**src/rtl/rv32_pkg.sv**
```systemverilog
// Shared RV32 definitions for the fetch front end: XLEN, instruction field
// positions, fetch FSM state encoding, fetch buffer entry and default reset PC.
package rv32_pkg;

    localparam int XLEN         = 32;

    localparam int OPCODE_LSB   = 0;
    localparam int OPCODE_MSB   = 6;
    localparam int FUNCT3_LSB   = 12;
    localparam int FUNCT3_MSB   = 14;
    localparam int FUNCT7_5_BIT = 30;

    localparam logic [XLEN-1:0] DEFAULT_RESET_PC = 32'h0000_0000;

    typedef enum logic [1:0] {
        ST_RESET_WAIT = 2'd0,
        ST_FETCH      = 2'd1,
        ST_FLUSH      = 2'd2
    } fetch_state_e;

    typedef struct packed {
        logic [XLEN-1:0] pc;
        logic [XLEN-1:0] instr;
        logic            filled;
    } fetch_entry_t;

endpackage

```
**src/rtl/fetch_buffer.sv**
```systemverilog
// In-order fetch buffer. A slot is allocated (pc known, data empty) when a
// request is issued and filled when its response returns; the head pops only
// once filled. Three pointers: head (pop), fill (oldest unfilled), tail (alloc).
module fetch_buffer
    import rv32_pkg::*;
#(
    parameter int DEPTH = 2,
    parameter int CNT_W = $clog2(DEPTH) + 1
) (
    input  logic             clk,
    input  logic             rst,
    input  logic             clear,
    input  logic             alloc,
    input  logic [XLEN-1:0]  alloc_pc,
    input  logic             fill,
    input  logic [XLEN-1:0]  fill_instr,
    input  logic             pop,
    output logic             head_valid,
    output logic [XLEN-1:0]  head_pc,
    output logic [XLEN-1:0]  head_instr,
    output logic [CNT_W-1:0] count,
    output logic [CNT_W-1:0] unfilled
);

    localparam int IDX_W = CNT_W - 1;

    fetch_entry_t     slot_q [DEPTH];
    fetch_entry_t     slot_d [DEPTH];
    logic [CNT_W-1:0] head_q, head_d;
    logic [CNT_W-1:0] fill_q, fill_d;
    logic [CNT_W-1:0] tail_q, tail_d;

    logic [IDX_W-1:0] head_idx, fill_idx, tail_idx;

    assign head_idx   = head_q[IDX_W-1:0];
    assign fill_idx   = fill_q[IDX_W-1:0];
    assign tail_idx   = tail_q[IDX_W-1:0];

    assign count      = tail_q - head_q;
    assign unfilled   = tail_q - fill_q;
    assign head_valid = (count != '0) && slot_q[head_idx].filled;
    assign head_pc    = slot_q[head_idx].pc;
    assign head_instr = slot_q[head_idx].instr;

    // Next slot contents and pointers; clear overrides every other operation.
    always_comb begin
        slot_d = slot_q;
        head_d = head_q;
        fill_d = fill_q;
        tail_d = tail_q;
        if (clear) begin
            head_d = '0;
            fill_d = '0;
            tail_d = '0;
            for (int i = 0; i < DEPTH; i++) begin
                slot_d[i].filled = 1'b0;
            end
        end else begin
            if (alloc) begin
                slot_d[tail_idx].pc     = alloc_pc;
                slot_d[tail_idx].instr  = '0;
                slot_d[tail_idx].filled = 1'b0;
                tail_d = tail_q + CNT_W'(1);
            end
            if (fill) begin
                slot_d[fill_idx].instr  = fill_instr;
                slot_d[fill_idx].filled = 1'b1;
                fill_d = fill_q + CNT_W'(1);
            end
            if (pop) begin
                head_d = head_q + CNT_W'(1);
            end
        end
    end

    // Slot storage and pointer registers.
    always_ff @(posedge clk or posedge rst) begin
        if (rst) begin
            for (int i = 0; i < DEPTH; i++) begin
                slot_q[i] <= '0;
            end
            head_q <= '0;
            fill_q <= '0;
            tail_q <= '0;
        end else begin
            slot_q <= slot_d;
            head_q <= head_d;
            fill_q <= fill_d;
            tail_q <= tail_d;
        end
    end

endmodule

```
**src/rtl/instruction_fetch.sv**
```systemverilog
// Instruction fetch unit: issues in-order instruction-memory requests, buffers
// responses in fetch_buffer, and discards stale responses after a redirect.
// Optional macro INSTRUCTION_FETCH_MISALIGN_EN adds a sticky misalign output
// that halts fetch on a misaligned redirect target; without it the target's
// low two bits are forced to zero.
module instruction_fetch
    import rv32_pkg::*;
#(
    parameter logic [XLEN-1:0] RESET_PC  = DEFAULT_RESET_PC,
    parameter int              BUF_DEPTH = 2
) (
    input  logic            clk,
    input  logic            rst,
    output logic            imem_req_valid,
    input  logic            imem_req_ready,
    output logic [XLEN-1:0] imem_req_addr,
    input  logic            imem_rsp_valid,
    input  logic [XLEN-1:0] imem_rsp_data,
    input  logic            redirect_valid,
    input  logic [XLEN-1:0] redirect_pc,
    output logic            out_valid,
    input  logic            out_ready,
    output logic [XLEN-1:0] out_instr,
    output logic [XLEN-1:0] out_pc,
    output logic [XLEN-1:0] out_pc_plus4,
    output logic [6:0]      out_opcode,
    output logic [2:0]      out_funct3,
    output logic            out_funct7_5
`ifdef INSTRUCTION_FETCH_MISALIGN_EN
    ,
    output logic            misalign
`endif
);

    localparam int               CNT_W   = $clog2(BUF_DEPTH) + 1;
    localparam logic [CNT_W-1:0] DEPTH_C = CNT_W'(BUF_DEPTH);

    fetch_state_e     state_q, state_d;
    logic [XLEN-1:0]  pc_q, pc_d;
    logic [CNT_W-1:0] drop_q, drop_d;

    logic             req_fire, rsp_beat, pop, fill;
    logic             fetch_block;
    logic [XLEN-1:0]  target_pc;
    logic [CNT_W-1:0] buf_count, buf_unfilled, outstanding;

`ifdef INSTRUCTION_FETCH_MISALIGN_EN
    logic misalign_q, misalign_d;
    assign fetch_block = misalign_q;
    assign target_pc   = redirect_pc;
    assign misalign    = misalign_q;
`else
    assign fetch_block = 1'b0;
    assign target_pc   = redirect_pc & ~32'h3;
`endif

    // In FLUSH the buffer is empty, so outstanding beats live in the drop counter.
    assign outstanding    = (state_q == ST_FLUSH) ? drop_q : buf_unfilled;
    assign imem_req_valid = (state_q == ST_FETCH) && (buf_count < DEPTH_C) && !fetch_block;
    assign imem_req_addr  = pc_q;
    assign req_fire       = imem_req_valid && imem_req_ready;
    assign rsp_beat       = imem_rsp_valid && (outstanding != '0);
    assign fill           = rsp_beat && (state_q == ST_FETCH) && !redirect_valid;
    assign pop            = out_valid && out_ready && !redirect_valid;

    fetch_buffer #(
        .DEPTH (BUF_DEPTH),
        .CNT_W (CNT_W)
    ) u_buf (
        .clk        (clk),
        .rst        (rst),
        .clear      (redirect_valid),
        .alloc      (req_fire && !redirect_valid),
        .alloc_pc   (pc_q),
        .fill       (fill),
        .fill_instr (imem_rsp_data),
        .pop        (pop),
        .head_valid (out_valid),
        .head_pc    (out_pc),
        .head_instr (out_instr),
        .count      (buf_count),
        .unfilled   (buf_unfilled)
    );

    assign out_pc_plus4 = out_pc + 32'd4;
    assign out_opcode   = out_instr[OPCODE_MSB:OPCODE_LSB];
    assign out_funct3   = out_instr[FUNCT3_MSB:FUNCT3_LSB];
    assign out_funct7_5 = out_instr[FUNCT7_5_BIT];

    // Next FSM state, fetch PC and drop count; a redirect overrides everything.
    always_comb begin
        state_d = state_q;
        pc_d    = pc_q;
        drop_d  = drop_q;
`ifdef INSTRUCTION_FETCH_MISALIGN_EN
        misalign_d = misalign_q;
`endif
        case (state_q)
            ST_RESET_WAIT: state_d = ST_FETCH;
            ST_FETCH: begin
                if (req_fire) pc_d = pc_q + 32'd4;
            end
            ST_FLUSH: begin
                if (rsp_beat) drop_d = drop_q - CNT_W'(1);
                if (drop_d == '0) state_d = ST_FETCH;
            end
            default: state_d = ST_RESET_WAIT;
        endcase
        if (redirect_valid) begin
            pc_d    = target_pc;
            drop_d  = outstanding - CNT_W'(rsp_beat) + CNT_W'(req_fire);
            state_d = (drop_d != '0) ? ST_FLUSH : ST_FETCH;
`ifdef INSTRUCTION_FETCH_MISALIGN_EN
            misalign_d = |redirect_pc[1:0];
`endif
        end
    end

    // FSM and fetch-control registers.
    always_ff @(posedge clk or posedge rst) begin
        if (rst) begin
            state_q <= ST_RESET_WAIT;
            pc_q    <= RESET_PC;
            drop_q  <= '0;
`ifdef INSTRUCTION_FETCH_MISALIGN_EN
            misalign_q <= 1'b0;
`endif
        end else begin
            state_q <= state_d;
            pc_q    <= pc_d;
            drop_q  <= drop_d;
`ifdef INSTRUCTION_FETCH_MISALIGN_EN
            misalign_q <= misalign_d;
`endif
        end
    end

    // A response beat with no request behind it means the memory side overran us.
    rsp_has_slot: assert property (@(posedge clk) disable iff (rst)
        imem_rsp_valid |-> (outstanding != '0));

endmodule

```
**config.mk**
```make
export PLATFORM = sky130hd
export DESIGN_NAME = instruction_fetch
export DESIGN_NICKNAME = d
export VERILOG_FILES = /design/src/rtl/rv32_pkg.sv /design/src/rtl/fetch_buffer.sv /design/src/rtl/instruction_fetch.sv
export SDC_FILE = /design/constraint.sdc
export NUM_CORES = 1
export LEC_CHECK = 0
export ABC_CLOCK_PERIOD_IN_PS = 7900
export CAP_MARGIN = 20
export CORE_MARGIN = 5
export CORE_UTILIZATION = 50
export CTS_CLUSTER_DIAMETER = 60
export DETAILED_ROUTE_END_ITERATION = 16
export PLACE_DENSITY_LB_ADDON = 0.08
export SYNTH_ARGS = -nofsm -noshare
export SYNTH_HDL_FRONTEND = slang
export SYNTH_SLANG_ARGS = --single-unit
```
**constraint.sdc**
```tcl
create_clock -name clk -period 7.9 [get_ports clk]
set_clock_uncertainty 0.2 [all_clocks]
set_input_delay 1.185 -clock clk [delete_from_list [all_inputs] [get_ports clk]]
set_output_delay 1.185 -clock clk [all_outputs]
set_load 0.02 [all_outputs]
```
# After elaboration in Yosys (flattened, before gate mapping)
# Index checks and enable logic that the tools add are counted.
[totals] register_bits=172 wordCells=101
[op_classes] n_addsub=10 n_lt_le_gt_ge=6 n_eq_ne=4 n_mux=41 bitwise=3 n_reduce_logical=25
[op_table] op="bitwise mux 130 bit" n=5
[op_table] op="two-way mux 130 bit" n=3
[op_table] op="demux 65 bit (select 1 bit)" n=5
[op_table] op="two-way mux 65 bit" n=4
[op_table] op="two-way mux 32 bit" n=3
[op_table] op="two-way mux 33 bit" n=2
[op_table] op="adder 32 x 3 -> 32 bit (second input constant)" n=2
[op_table] op="two-way mux 2 bit" n=14
[op_table] op="nonzero test 2 bit" n=9
[op_table] op="logical AND 1 bit" n=11
[op_table] op="adder 2 x 1 -> 2 bit (second input constant)" n=3
[op_table] op="greater-or-equal comparator 2 bit (second input constant)" n=3
[op_table] op="inverter 1 -> 2 bit" n=3
[op_table] op="one-hot mux 2 bit (3 select lines)" n=1
[op_table] op="logical NOT 2 bit" n=2
[op_table] op="less-than comparator 2 x 1 -> 1 bit (second input constant)" n=2
[op_table] op="two-way mux 1 bit" n=4
[op_table] op="AND reduction 2 bit" n=2
[op_table] op="subtractor 2 bit" n=2
[op_table] op="!= test 3 x 2 -> 1 bit (second input constant)" n=1
[op_table] op="adder 2 x 1 -> 2 bit" n=1
[op_table] op="equality test 2 x 1 -> 1 bit (second input constant)" n=1
[op_table] op="equality test 2 bit (second input constant)" n=1
[op_table] op="less-than comparator 2 bit (second input constant)" n=1
[op_table] op="other kinds (4)" n=4

# Logic depth before layout (Yosys ltp)
# Gate-level depths: netlist of the first run.
[depth] depth_word=14 depth_mapped=15

# Cells and area by module
# A second synthesis of the first run with hierarchy kept.
[unflattened] hier_cells=759 area_unflattened_um2=8754.6
[modules_own_cells] module="fetch_buffer" instances=1 cells_each=396 area_each_um2=5876.9 seq_area_each_um2=3403.3
[modules_own_cells] module="instruction_fetch" instances=1 cells_each=363 area_each_um2=2877.8 seq_area_each_um2=850.8

# Least setup slack after synthesis of the first run
# No wires, ideal clock.
[synth_path] kind="flip-flop to output port" startpoint="register u_buf.head_q[0]" endpoint="output port out_pc_plus4[26]" arrival_ns=3.452 slack_ns=3.063 path_stages_with_launch=16 path_buffers=7 cell_sequence="dfrtp_1 > buf_4 > buf_6 > buf_6 > buf_6 > clkbuf_1 > buf_2 > mux2i_1 > inv_1 > ha_1 > nand4b_1 > a211oi_1 > and2_1 > buf_2 > nand4_1 > xnor2_1"
[synth_between] elab_chain_cells=5
[synth_rtl] item="start, declared" line="fetch_buffer.sv:29" text="logic [CNT_W-1:0] head_q, head_d;"
[synth_rtl] item="start signal, assigned" line="fetch_buffer.sv:82" text="head_q <= '0;"
[synth_rtl] item="start signal, assigned" line="fetch_buffer.sv:87" text="head_q <= head_d;"
[synth_rtl] item="inverter 1 -> 2 bit (not written as such)" line="fetch_buffer.sv:42" text="assign head_pc = slot_q[head_idx].pc;"
[synth_rtl] item="two-way mux 65 bit (3 in a row)"
[synth_rtl] item="via out_pc[2]" line="instruction_fetch.sv:24" text="output logic [XLEN-1:0] out_pc,"
[synth_rtl] item="adder 32 x 3 -> 32 bit" line="instruction_fetch.sv:85" text="assign out_pc_plus4 = out_pc + 32'd4;"
[synth_rtl] item="end, declared" line="instruction_fetch.sv:25" text="output logic [XLEN-1:0] out_pc_plus4,"
# The timed path passes the listed nets, and every way through them passes these cells. The select of a mux whose other input is x is not followed.

# Worst setup path in the final report of the first run
[layout_path] startpoint="register u_buf.head_q[0]" endpoint="output port out_pc_plus4[28]"
[layout_between] elab_chain_cells=5
[layout_rtl] item="inverter 1 -> 2 bit (not written as such)" line="fetch_buffer.sv:42"
[layout_rtl] item="two-way mux 65 bit (3 in a row)"
[layout_rtl] item="adder 32 x 3 -> 32 bit" line="instruction_fetch.sv:85"
# No other way between the ends. The select of a mux whose other input is x is not followed.

==> results of run 1 <==
==> tightest hold or removal path, delay by kind of cell (launching register included) <==
family	cells	cell delay (ps)
flip-flops	1	340
AND/OR/NAND/NOR	2	100
==> stage by stage <==
step	hold WS, ps	utilization	setup WS (ps)
floorplan	242	-	2020
global placement	256	0.624	2900
detailed placement	259	0.624	2850
CTS	275	0.658	2400
global route	297	0.659	2180
finish	275	0.659	2390
==> logic make-up (layout without fill, tap and decap cells) <==
| logic type | count (synthesis) | in the layout | share of synthesized area |
|---|---|---|---|
| DFF | 166 | 166 | 0.474 |
| muxes | 92 | 92 | 0.119 |
| xor gates and xnor gates | 68 | 68 | 0.0732 |
| buffers and inverters | 90 | 263 | 0.0549 |
| and+or+nand+nor | 335 | 335 | 0.179 |
| other | 1 | 6 | 0.000428 |
| AOI/OAI and AO/OA | 128 | 128 | 0.0919 |
| adders and majority gates | 6 | 6 | 0.00856 |
==> area by class of cell <==
class                      instances  area, sq um
clock buffer                      17          425
clock inverter                    15          145
fill                            1418         5880
inverter                          18         72.6
multi-input combinational        635         4170
sequential                       166         4160
tap                              225          282
timing repair buffer             213         2110
==> power groups by stage <==
stage | registers, mW | clock network [mW] | logic [mW]
3_5_place_dp | 1.40 | 0 | 1.79
6_report | 1.40 | 0.806 | 1.78
2_1_floorplan | 1.35 | 0 | 1.11
4_1_cts | 1.39 | 0.820 | 1.80
5_1_grt | 1.44 | 0.853 | 1.92
3_3_place_gp | 1.40 | 0 | 1.76
==> cell usage in the layout (no fill, tap or decap), types with 6 or more instances in the layout <==
master,synthesis,routed
sky130_fd_sc_hd__a22o_1,32,32
sky130_fd_sc_hd__clkdlybuf4s50_1,0,201
sky130_fd_sc_hd__a21oi_1,7,7
sky130_fd_sc_hd__xnor2_1,28,28
sky130_fd_sc_hd__inv_1,17,16
sky130_fd_sc_hd__ha_1,6,6
sky130_fd_sc_hd__conb_1,1,6
sky130_fd_sc_hd__nand3_1,30,30
sky130_fd_sc_hd__buf_4,20,9
sky130_fd_sc_hd__mux2i_1,12,12
sky130_fd_sc_hd__o21ai_0,71,71
sky130_fd_sc_hd__xor2_1,37,37
sky130_fd_sc_hd__nor3_1,7,6
sky130_fd_sc_hd__dfrtp_1,166,165
sky130_fd_sc_hd__nand2_1,225,225
sky130_fd_sc_hd__clkbuf_16,0,17
sky130_fd_sc_hd__nand4b_1,6,6
sky130_fd_sc_hd__mux2_2,74,74
sky130_fd_sc_hd__nor2_1,13,13
sky130_fd_sc_hd__nand4_1,21,21
==> worst min path at each step <==
stage | slack [ps] | from | cells after the start | endpoint
after floorplan | 240 | u_buf.slot_q[126] | 2 | u_buf.slot_q[126]
after global placement | 260 | u_buf.slot_q[129] | 2 | u_buf.slot_q[129]
after detailed placement | 260 | u_buf.slot_q[129] | 2 | u_buf.slot_q[129]
after CTS | 280 | u_buf.slot_q[129] | 2 | u_buf.slot_q[129]
after global routing | 300 | u_buf.slot_q[124] | 2 | u_buf.slot_q[124]
final | 280 | u_buf.slot_q[129] | 2 | u_buf.slot_q[129]
==> per-layer routing <==
metal  routed length (microns)  up-vias  track usage
met3                      1560       14       0.0565
met2                     10400      217        0.349
met5                         0        -            0
li1                          -     3334            -
met4                       206        0       0.0490
met1                     10200     3362        0.316
==> sequential cells by signal, summed over array words and instances, names as in the netlist <==
register       count
state_q            2
drop_q             2
u_buf.fill_q       2
u_buf.tail_q       2
u_buf.head_q       2
u_buf.slot_q     126
imem_req_addr     30
==> results summary, run 1 <==
The most frequent cell after synthesis is sky130_fd_sc_hd__nand2_1. The Yosys step of the flow raised 0 warnings. The pin count of the biggest net entering global routing is 83. The number of synthesized register bits came out at about 170. The area of the core came out at 0.0172 sq mm. The data arrival time at the worst-slack endpoint is 4130 ps. The total grt overflow came out at 0. The fraction of final layout cells with drive strength greater than 1 is 0.133.

Once the clock tree was built, the setup fixing pass inserted 0 buffers. The endpoint identified for the worst register-to-register timing path is state_q[1]. The mean instance size in the synthesized netlist is around 10 sq um. The setup-violating endpoint count in the final report came out at 0. The setup path with the least slack is of type reg -> out.

The worst-case IR drop observed on VDD is 223 uV. Of the total power, registers draw 0.351. The clock tree from TritonCTS is done. The summed area of non-filler cells in the final layout is 0.0114 sq mm. The combinational fraction of design power is 0.446. The critical path's largest stage delay came out at ~920 ps. The x dimension of the die came out at 142 microns. The number of buffers added to fix hold violations after cts came out at 0. The kind of start point of the critical path is a flop. Measured against its own limit, the worst slew margin works out to 0.390. In the synthesized netlist the dominant register cell turns out to be sky130_fd_sc_hd__dfrtp_1. The launching element of the worst setup path is u_buf.head_q[0]. Counting every instance in the synthesized netlist gives 886. The die covers between 0.02 and 0.025 sq mm. The portion of synthesized cell area occupied by the leading cell type came out at 0.474. Across all layers, the routed design uses between 6000 and 7000 vias. The routability-driven placement congestion ratio came out at between 0.8 and 0.9. The critical path goes through mux2i_1 > inv_1 > ha_1 > nand4b_1 > a211oi_1 > and2_1 > nand4_1 > xnor2_1 > clkdlybuf4s50_1.

The timing endpoint of the critical path is out_pc_plus4[28]. The row count came out at 48. The number of nets in the layout came out at roughly 1100. Ranked by total cell area, the synthesized netlist is headed by sky130_fd_sc_hd__dfrtp_1 47%, sky130_fd_sc_hd__nand2_1 9.6%, sky130_fd_sc_hd__mux2_2 9.5%. The estimated wirelength of the detail-placed design is about 15000 microns. The fraction of registers with async set/reset came out at 1.00. The register-to-register path setup slack is about 4500 ps. The worst-path cell with the longest stage delay is sky130_fd_sc_hd__dfrtp_4.

At the worst endpoint, the required time is roughly 6500 ps. The clock slew seen by the registers of the worst setup and hold paths is approximately 60 ps. The detail route stage leaves a number of antenna-violating nets equal to 0. The largest total area in the synthesized netlist belongs to sky130_fd_sc_hd__dfrtp_1.

The number of placed instances with taps included is approximately 1300. The clock latency on the worst-skew pair is 420 ps. The number of buffers on the longest clock path is 2.

The number of port buffers came out at 202. The total number of H-tree levels is 4. In the finished design, the share of the clock period the worst path needs comes to 0.698.

Summing all placed instances gives a cell area of between 0.01 and 0.015 sq mm. The source of the worst register-to-register timing path is u_buf.head_q[0]. The clock network fraction of design power is 0.203. In this run the count of I/O pins placed on the die edge is roughly 210. The via-per-instance ratio came out at between 5 and 6. The highest clock frequency the design can meet is about 180 MHz. After detailed routing, the average wire length per cell comes to between 15 and 20 microns. The cell depth of the worst setup path came out at 9. The number of global-route vias before repair came out at ~6800. The first-pass iteration count of the detailed router came out at 4.

The number of enable flip-flop cells after synthesis came out at 0. The total wire length came out at about 22000 microns. The leakage power summed over all cells is about 5.0 nW.

The distinct cell type count of the synthesized netlist came out at between 50 and 60. The total global-route track usage is 0.223. The final critical-path required period came out at approximately 5500 ps. Setup repair after global routing left no endpoint under its margin. The initial utilization of the core area, before any placement, comes to 0.509. The initial antenna violation count is 0. The completed layout was analyzed and its total power is ~4.0 mW.

The area growth from synthesis to final layout is 29.5%. The number of CTS-inserted buffers came out at 17. The non-filler instance count after layout is ~1300. The first global-routing pass estimated approximately 36000 microns of wire. Grouping stages by cell kind, the critical path spends the most delay in flip-flops. In this run the worst hold path is classified as reg -> reg. The number of DRC violations after detailed routing came out at 0. Max-cap violations in this run came to 0. Dividing total power by cell area gives a power density of between 300 and 400 mW/mm^2. Along the worst path, the maximum fanout reaches 58. The final number of max-transition violations came to 0. The logic depth of the worst register-to-register path came out at 9. The critical path capture point type is a primary output. The count of buffering cells on the critical path with inverters included is 2. The sequential share of the synthesized area came out at 0.474. At the pin with the least slew margin, the transition time is 908 ps. The clock drives about 170 sinks.

The clock root buffer is sky130_fd_sc_hd__clkbuf_16. Counting instances in the post-synthesis netlist gives the leading cell types as 225 x sky130_fd_sc_hd__nand2_1, 166 x sky130_fd_sc_hd__dfrtp_1, 74 x sky130_fd_sc_hd__mux2_2. The initial detailed-routing violation count is 340. The net switching share of the total power came out at 0.378. The summed negative setup slack over all endpoints is 0 ps. The synthesized netlist occupies a cell area of between 0.008 and 0.009 sq mm. The final count of hold timing violations was 0. Internal power comes to between 2 and 2.5 mW. The antenna diode count came out at 0. The run finished with clean final reports.

The analysis attributes to net switching a power of between 1.5 and 2 mW. The die boundary height came out at 142 microns. The number of cells upsized or downsized after cts is 0.
Note: power is estimated with default switching activity, not from simulation.
==> inputs of run 2 (changes only) <==
ABC_CLOCK_PERIOD_IN_PS = 5200   (was 7900)
clock period = 5.2 ns   (was 7.9 ns; I/O delays follow)
==> run 2 against run 1 <==
  * Critical path depth decreased by 2
  * Non-clock buffer count grew 2
  * Die area is the same
  * Final cell count is essentially flat
  * Critical endpoint is now out_pc_plus4[16]
  * Count of clock-buffer cells in the layout is the same
  * Register-to-register slack got worse by 3000 ps
  * Largest cell class unchanged
  * Utilization up 0.39 points
  * Combinational power grew 53%
  * First-iteration DRC count up 3.8%
  * Total power increased by 56%
  * Wire length up 3.3%
==> results summary, run 2 (synthesis gave the netlist of run 1 again) <==
The flow ran to the end, and the final reports show no timing, DRC or antenna violations. The x dimension of the die is around 140 microns. The estimated wirelength of the detail-placed design is between 15000 and 20000 microns. The net switching share of the total power is 0.370. The critical path's largest stage delay came out at just over 600 ps.

The met1 capacity usage during global routing is 0.319. The detailed router finished its first iteration with approximately 350 violations. Buffers inserted to repair hold after CTS numbered 0. On the critical path the largest part of the delay comes from buffers and inverters.

The critical path is of the reg -> out type. The summed negative setup slack over all endpoints is 0 ps. The number of port buffers came out at between 200 and 250. Among all stages on the critical path, the largest delay is contributed by sky130_fd_sc_hd__clkdlybuf4s50_1. about 210 I/O pins were placed. Setup violations remaining at the end of the flow were counted as 0. The post-detailed-route wirelength per cell came out at between 15 and 20 microns. The clock root buffer is sky130_fd_sc_hd__clkbuf_16. The number of buffers on the longest clock path came out at 2.

The clock sink total is between 150 and 200. The first-pass GRT wire length is approximately 37000 microns. The internal power is between 3 and 4 mW. The final layout contains routed wiring with a total length of approximately 23000 microns.

Subtracting the final worst setup slack from the clock period gives roughly 4700 ps. TritonCTS built the clock tree. The final number of max-transition violations was 0.

The fraction of final layout cells with drive strength greater than 1 is 0.133. The number of nets in the layout came out at roughly 1100. The first-pass iteration count of the detailed router came out at 5. The initial antenna violation count was 0. The antenna diode count came out at 0. The congestion estimate from routability-driven global placement came to roughly 0.86. At the pin with the least slew margin, the transition time is 1040 ps. Setup repair after global routing left no endpoint under its margin. The signal on the critical path passes through buf_4 > mux2i_1 > a211oi_1 > and2_1 > nand3_1 > xnor2_1 > clkdlybuf4s50_1. met2 is the most crowded layer.

The met2 demand-to-capacity share in global routing came out at 0.363. The required arrival time at the worst endpoint came out at between 4000 and 5000 ps. The largest register by flop count is u_buf.slot_q.

Using the TritonRoute via totals, the vias-per-cell ratio works out to ~5.4. The library cell used most frequently in the layout, excluding fill and tap cells, is sky130_fd_sc_hd__nand2_1. The row count is between 40 and 50. Of the total power, the clock network draws 0.219. Based on the critical path, the design can be clocked at up to 212 MHz.

The path class of the tightest hold or removal check is reg -> reg. The summed area of non-filler cells in the final layout is between 0.01 and 0.015 sq mm. The peak fanout along the critical path is 44. The count of max-cap constraint violations is 0. The peak supply drop came out at roughly 350 uV.

The region available for standard cell placement spans 0.0172 sq mm. The analysis attributes to net switching a power of roughly 2.3 mW. The area growth from synthesis to final layout is 30.3%. The worst pin sits at a relative slew slack of 0.302. The top cell types in the final layout, fill and taps aside, are 225 x sky130_fd_sc_hd__nand2_1, 201 x sky130_fd_sc_hd__clkdlybuf4s50_1, 165 x sky130_fd_sc_hd__dfrtp_1. After clock tree synthesis, the clock-pin slew on the worst setup and hold paths is 70 ps. The number of flip-flops under the largest register name is 126. The power consumption came out at slightly above 6 mW. The number of CTS-inserted buffers is 17. The worst setup path is launched from a flop.

The post-detailed-route count of antenna-violating nets is 0. The count of buffering cells on the critical path with inverters included came out at 2. The leakage power summed over all cells is 4.99 nW.

The final cycle utilization of the critical path is 0.909. The critical path capture point type is a primary output. The combinational fraction of design power came out at 0.438. From bottom edge to top edge, the die measures 142 microns. The total number of H-tree levels is 4.

The effective utilization at floorplan came out at 0.509. The number of global-route vias before repair is 6798. Gates resized during post-CTS repair numbered 0. Of the total power, registers draw 0.343. The number of setup buffers added after CTS came out at 0. For this run, design rule violations remaining after detail routing come to 0. The power density over the cells came out at roughly 540 mW/mm^2. The clock latency on the worst-skew pair came out at between 400 and 500 ps. The total global-route track usage came out at 0.229. Summing all placed instances gives a cell area of between 0.01 and 0.015 sq mm.

The pin count of the biggest net entering global routing is 82. The final count of hold timing violations came out at 0. The data arrival time at the worst-slack endpoint came out at between 3000 and 4000 ps. For this run, global-route usage on met3 was measured as 0.0601.

The total grt overflow came out at 0. Detailed routing inserted a total of ~6900 vias. The worst hold-check slack came out at 275 ps.

The die covers slightly above 0.02 sq mm.
==> run 2: cell types whose count changed in the layout (fill, tap and decap cells not counted), sizes merged <==
cell    change
inv         -1
clkbuf      -1
bufinv      +3
clkinv      -3
buf         +3
==> run 2: final cells by class <==
cell class,count,area [sq um]
sequential,166,4160
fill,1411,5810
timing repair buffer,215,2130
clock buffer,17,425
tap,225,282
inverter,18,71.3
clock inverter,14,199
multi-input combinational,635,4170
==> run 2: worst paths after layout <==
kind / cells past startpoint / start / slack (ps) / endpoint
worst max register to register: 7 / u_buf.head_q[0] / 1510 / u_buf.slot_q[38]
worst max-delay path: 7 / u_buf.head_q[0] / 470 / out_pc_plus4[16]
worst min register to register: 2 / u_buf.slot_q[125] / 280 / u_buf.slot_q[125]
worst min-delay path: 2 / u_buf.slot_q[125] / 280 / u_buf.slot_q[125]
max in group asynchronous: 3 / rst / 3120 / u_buf.slot_q[71]
min in group asynchronous: 2 / rst / 680 / u_buf.slot_q[1]
==> run 2: power by group through the flow <==
stage	Combinational, mW	Sequential (mW)	Clock (mW)
floorplan	1.69	2.05	0
global placement	2.68	2.12	0
detailed placement	2.73	2.13	0
CTS	2.74	2.12	1.37
global route	2.93	2.19	1.43
finish	2.72	2.13	1.36
==> run 2: stage by stage <==
step	cells	worst slack (ps)	utilization
2_1_floorplan	891	768	-
5_1_grt	1290	222	0.663
4_1_cts	1290	450	0.663
3_5_place_dp	1259	928	0.627
6_report	1290	473	0.663
3_3_place_gp	1259	985	0.627
==> run 2: layer usage <==
| layer | vias up | share of wire |
|---|---|---|
| met5 | - | 0 |
| met3 | 21 | 0.065 |
| met1 | 3389 | 0.46 |
| met2 | 192 | 0.47 |
| li1 | 3338 | - |
| met4 | 0 | 0.014 |
==> run 2: worst min-delay path: cells and delay by family (launching register included) <==
family	cells	cell delay (ps)
and+or+nand+nor	2	100
DFF	1	340
==> inputs of run 3 (changes only) <==
==> constraint.sdc (replaced) <==
create_clock -name clk -period 5.2 [get_ports clk]
set_clock_uncertainty 0.2 [all_clocks]
set_input_delay 0.78 -clock clk [delete_from_list [all_inputs] [get_ports clk]]
set_output_delay 0.78 -clock clk [all_outputs]
set_load 0.005 [all_outputs]
==> run 3 against run 2 <==
  * Sequential share of layout area is 0.10 points higher
  * Critical path depth is 1 higher
  * Die area did not move
  * Via count is 0.85% higher
==> results summary, run 3 (synthesis gave the netlist of run 1 again) <==
The run finished with clean final reports. The final count of hold timing violations is 0. The total wire length is between 20000 and 25000 microns. The number of setup buffers added after CTS is 0. The clock sink total is between 150 and 200. The kind of start point of the critical path is a flop. The final design utilization is 0.661. TritonCTS built the clock tree. The final number of max-transition violations came to 0.

The antenna diode count is 0. The library cell used most frequently in the layout, excluding fill and tap cells, is sky130_fd_sc_hd__nand2_1. The first global-routing pass estimated roughly 37000 microns of wire.

The internal power came out at around 3.7 mW. The x dimension of the die came out at ~140 microns. The class of the worst hold path is reg -> reg. The power consumption is about 5.6 mW. The number of CTS-inserted buffers came out at 17. The largest register by flop count is u_buf.slot_q. The post-detailed-route count of antenna-violating nets is 0.

Of the total power, the clock network draws 0.217. The total number of vias came out at between 6000 and 7000. The combined flip-flop and latch cell area came out at slightly above 0.004 sq mm. The critical path start-end classification is reg -> out. The pre-CTS worst setup slack is around 1000 ps.

The number of buffers on the longest clock path came out at 2. The highest clock frequency the design can meet is approximately 210 MHz. The final worst setup slack came out at between 500 and 600 ps. The final layout contains about 1100 nets. The number of top-level design ports came out at roughly 210. The estimated wirelength of the detail-placed design is approximately 16000 microns. The summed negative setup slack over all endpoints came out at 0 ps. The die boundary height came out at about 140 microns.

The leakage power summed over all cells came out at 4.97 nW. The required arrival time at the worst endpoint came out at approximately 4200 ps. The number of flip-flops under the largest register name came out at 126. The die covers about 0.020 sq mm.

The number of global-route vias before repair is between 6000 and 7000. The headroom to the max-slew limit came out at 0.326. The peak supply drop is 282 uV. The initial utilization of the core area, before any placement, comes to 0.509. The worst hold-check slack came out at ~270 ps. The first-pass iteration count of the detailed router came out at 5.

The setup-violating endpoint count in the final report is 0. The total global-route track usage came out at 0.228. The number of DRC violations after detailed routing is 0. The final critical-path required period came out at 4660 ps.

The data arrival time at the worst-slack endpoint came out at between 3000 and 4000 ps. The power density over the cells is slightly below 500 mW/mm^2. After clock tree synthesis, the clock-pin slew on the worst setup and hold paths is ~60 ps. The worst-margin pin slew came out at approximately 1000 ps.

The initial antenna violation count came out at 0. The area of the core came out at between 0.015 and 0.02 sq mm. Port buffering added ~200 buffers.

The total grt overflow came out at 0. The row count is 48. Dividing the detail-routed wire length by the instance count gives approximately 18 microns. The final cycle utilization of the critical path came out at 0.897. The net switching power of the design is approximately 1.8 mW. The total number of H-tree levels is 4.

Hold repair after CTS inserted 0 buffers. The library cells used most frequently in the layout, excluding fill and tap cells, are 225 x sky130_fd_sc_hd__nand2_1, 201 x sky130_fd_sc_hd__clkdlybuf4s50_1, 165 x sky130_fd_sc_hd__dfrtp_1. The combinational fraction of design power is 0.401. The initial detailed-routing violation count is between 300 and 400.

The number of filler cells placed in the layout is about 1400. The clock latency on the worst-skew pair is around 430 ps. In this run the worst path has a maximum fanout of 25. The number of gates resized after CTS was 0.

The pin count of the biggest net entering global routing is 73. The clock root buffer is sky130_fd_sc_hd__clkbuf_16. The worst setup path is captured at a primary output. The register share of total power came out at 0.382. Setup repair after global routing left no endpoint under its margin.

The net switching share of the total power is 0.325. After detailed routing, the number of vias per cell comes to about 5.4. The multi-input combinational cell area came out at between 0.004 and 0.005 sq mm. In the final layout, the share of cells above drive strength 1 is 0.136.

The routability-driven placement congestion ratio came out at about 0.83. The area growth from synthesis to final layout is 29.9%. The count of max-cap constraint violations is 0.
[run 3: cell types whose count changed in the layout (fill, tap and decap cells not counted), sizes merged]
cell,change
bufinv,-3
clkinvlp,+3
buf,+2
clkbuf,+2
clkinv,+1
inv,-1
[run 3: final cells by class]
class | instances | share of cell area
tap | 225 | 0.0247
inverter | 18 | 0.00626
sequential | 166 | 0.365
multi-input combinational | 635 | 0.366
timing repair buffer | 218 | 0.190
clock inverter | 14 | 0.0112
clock buffer | 18 | 0.0377
[run 3: power by group through the flow]
stage          registers, mW  clock network (mW)  logic, mW
2_1_floorplan           2.02                   0       1.24
3_3_place_gp            2.12                   0       2.20
3_5_place_dp            2.12                   0       2.25
4_1_cts                 2.11                1.23       2.26
5_1_grt                 2.18                1.29       2.46
6_report                2.12                1.21       2.23
[run 3: layer usage]
| layer | vias up | GRT usage | part of all wire |
|---|---|---|---|
| met1 | 3410 | 0.333 | 0.47 |
| li1 | 3353 | - | - |
| met5 | - | 0 | 0 |
| met2 | 207 | 0.340 | 0.45 |
| met3 | 29 | 0.0528 | 0.060 |
| met4 | 0 | 0.0695 | 0.021 |
[run 3: worst paths after layout]
kind | cells after the start | end | startpoint | slack, ps
hold / removal | 2 | u_buf.slot_q[129] | u_buf.slot_q[129] | 270
max in group asynchronous | 3 | u_buf.slot_q[87] | rst | 3230
min in group asynchronous | 2 | u_buf.slot_q[5] | rst | 600
setup / recovery | 8 | out_pc_plus4[30] | u_buf.head_q[0] | 540
hold reg to reg | 2 | u_buf.slot_q[129] | u_buf.slot_q[129] | 270
setup reg to reg | 7 | u_buf.slot_q[58] | u_buf.head_q[0] | 1620
[run 3: worst max-delay path, stage by stage, from the launching register on]
cell and delay [ps]:
sky130_fd_sc_hd__dfrtp_4 620, sky130_fd_sc_hd__mux2_2 290, sky130_fd_sc_hd__ha_1 210, sky130_fd_sc_hd__nand4b_1 140
sky130_fd_sc_hd__a211oi_1 660, sky130_fd_sc_hd__nand2_1 320, sky130_fd_sc_hd__nor3_1 320, sky130_fd_sc_hd__xnor2_1 170
sky130_fd_sc_hd__clkdlybuf4s50_1 530
[run 3: metrics by stage]
| stage | instance area (sq um) | cells |
|---|---|---|
| finish | 11400 | 1294 |
| global route | 11400 | 1294 |
| CTS | 11400 | 1292 |
| detailed placement | 10800 | 1260 |
| global placement | 10800 | 1260 |
| floorplan | 8790 | 891 |
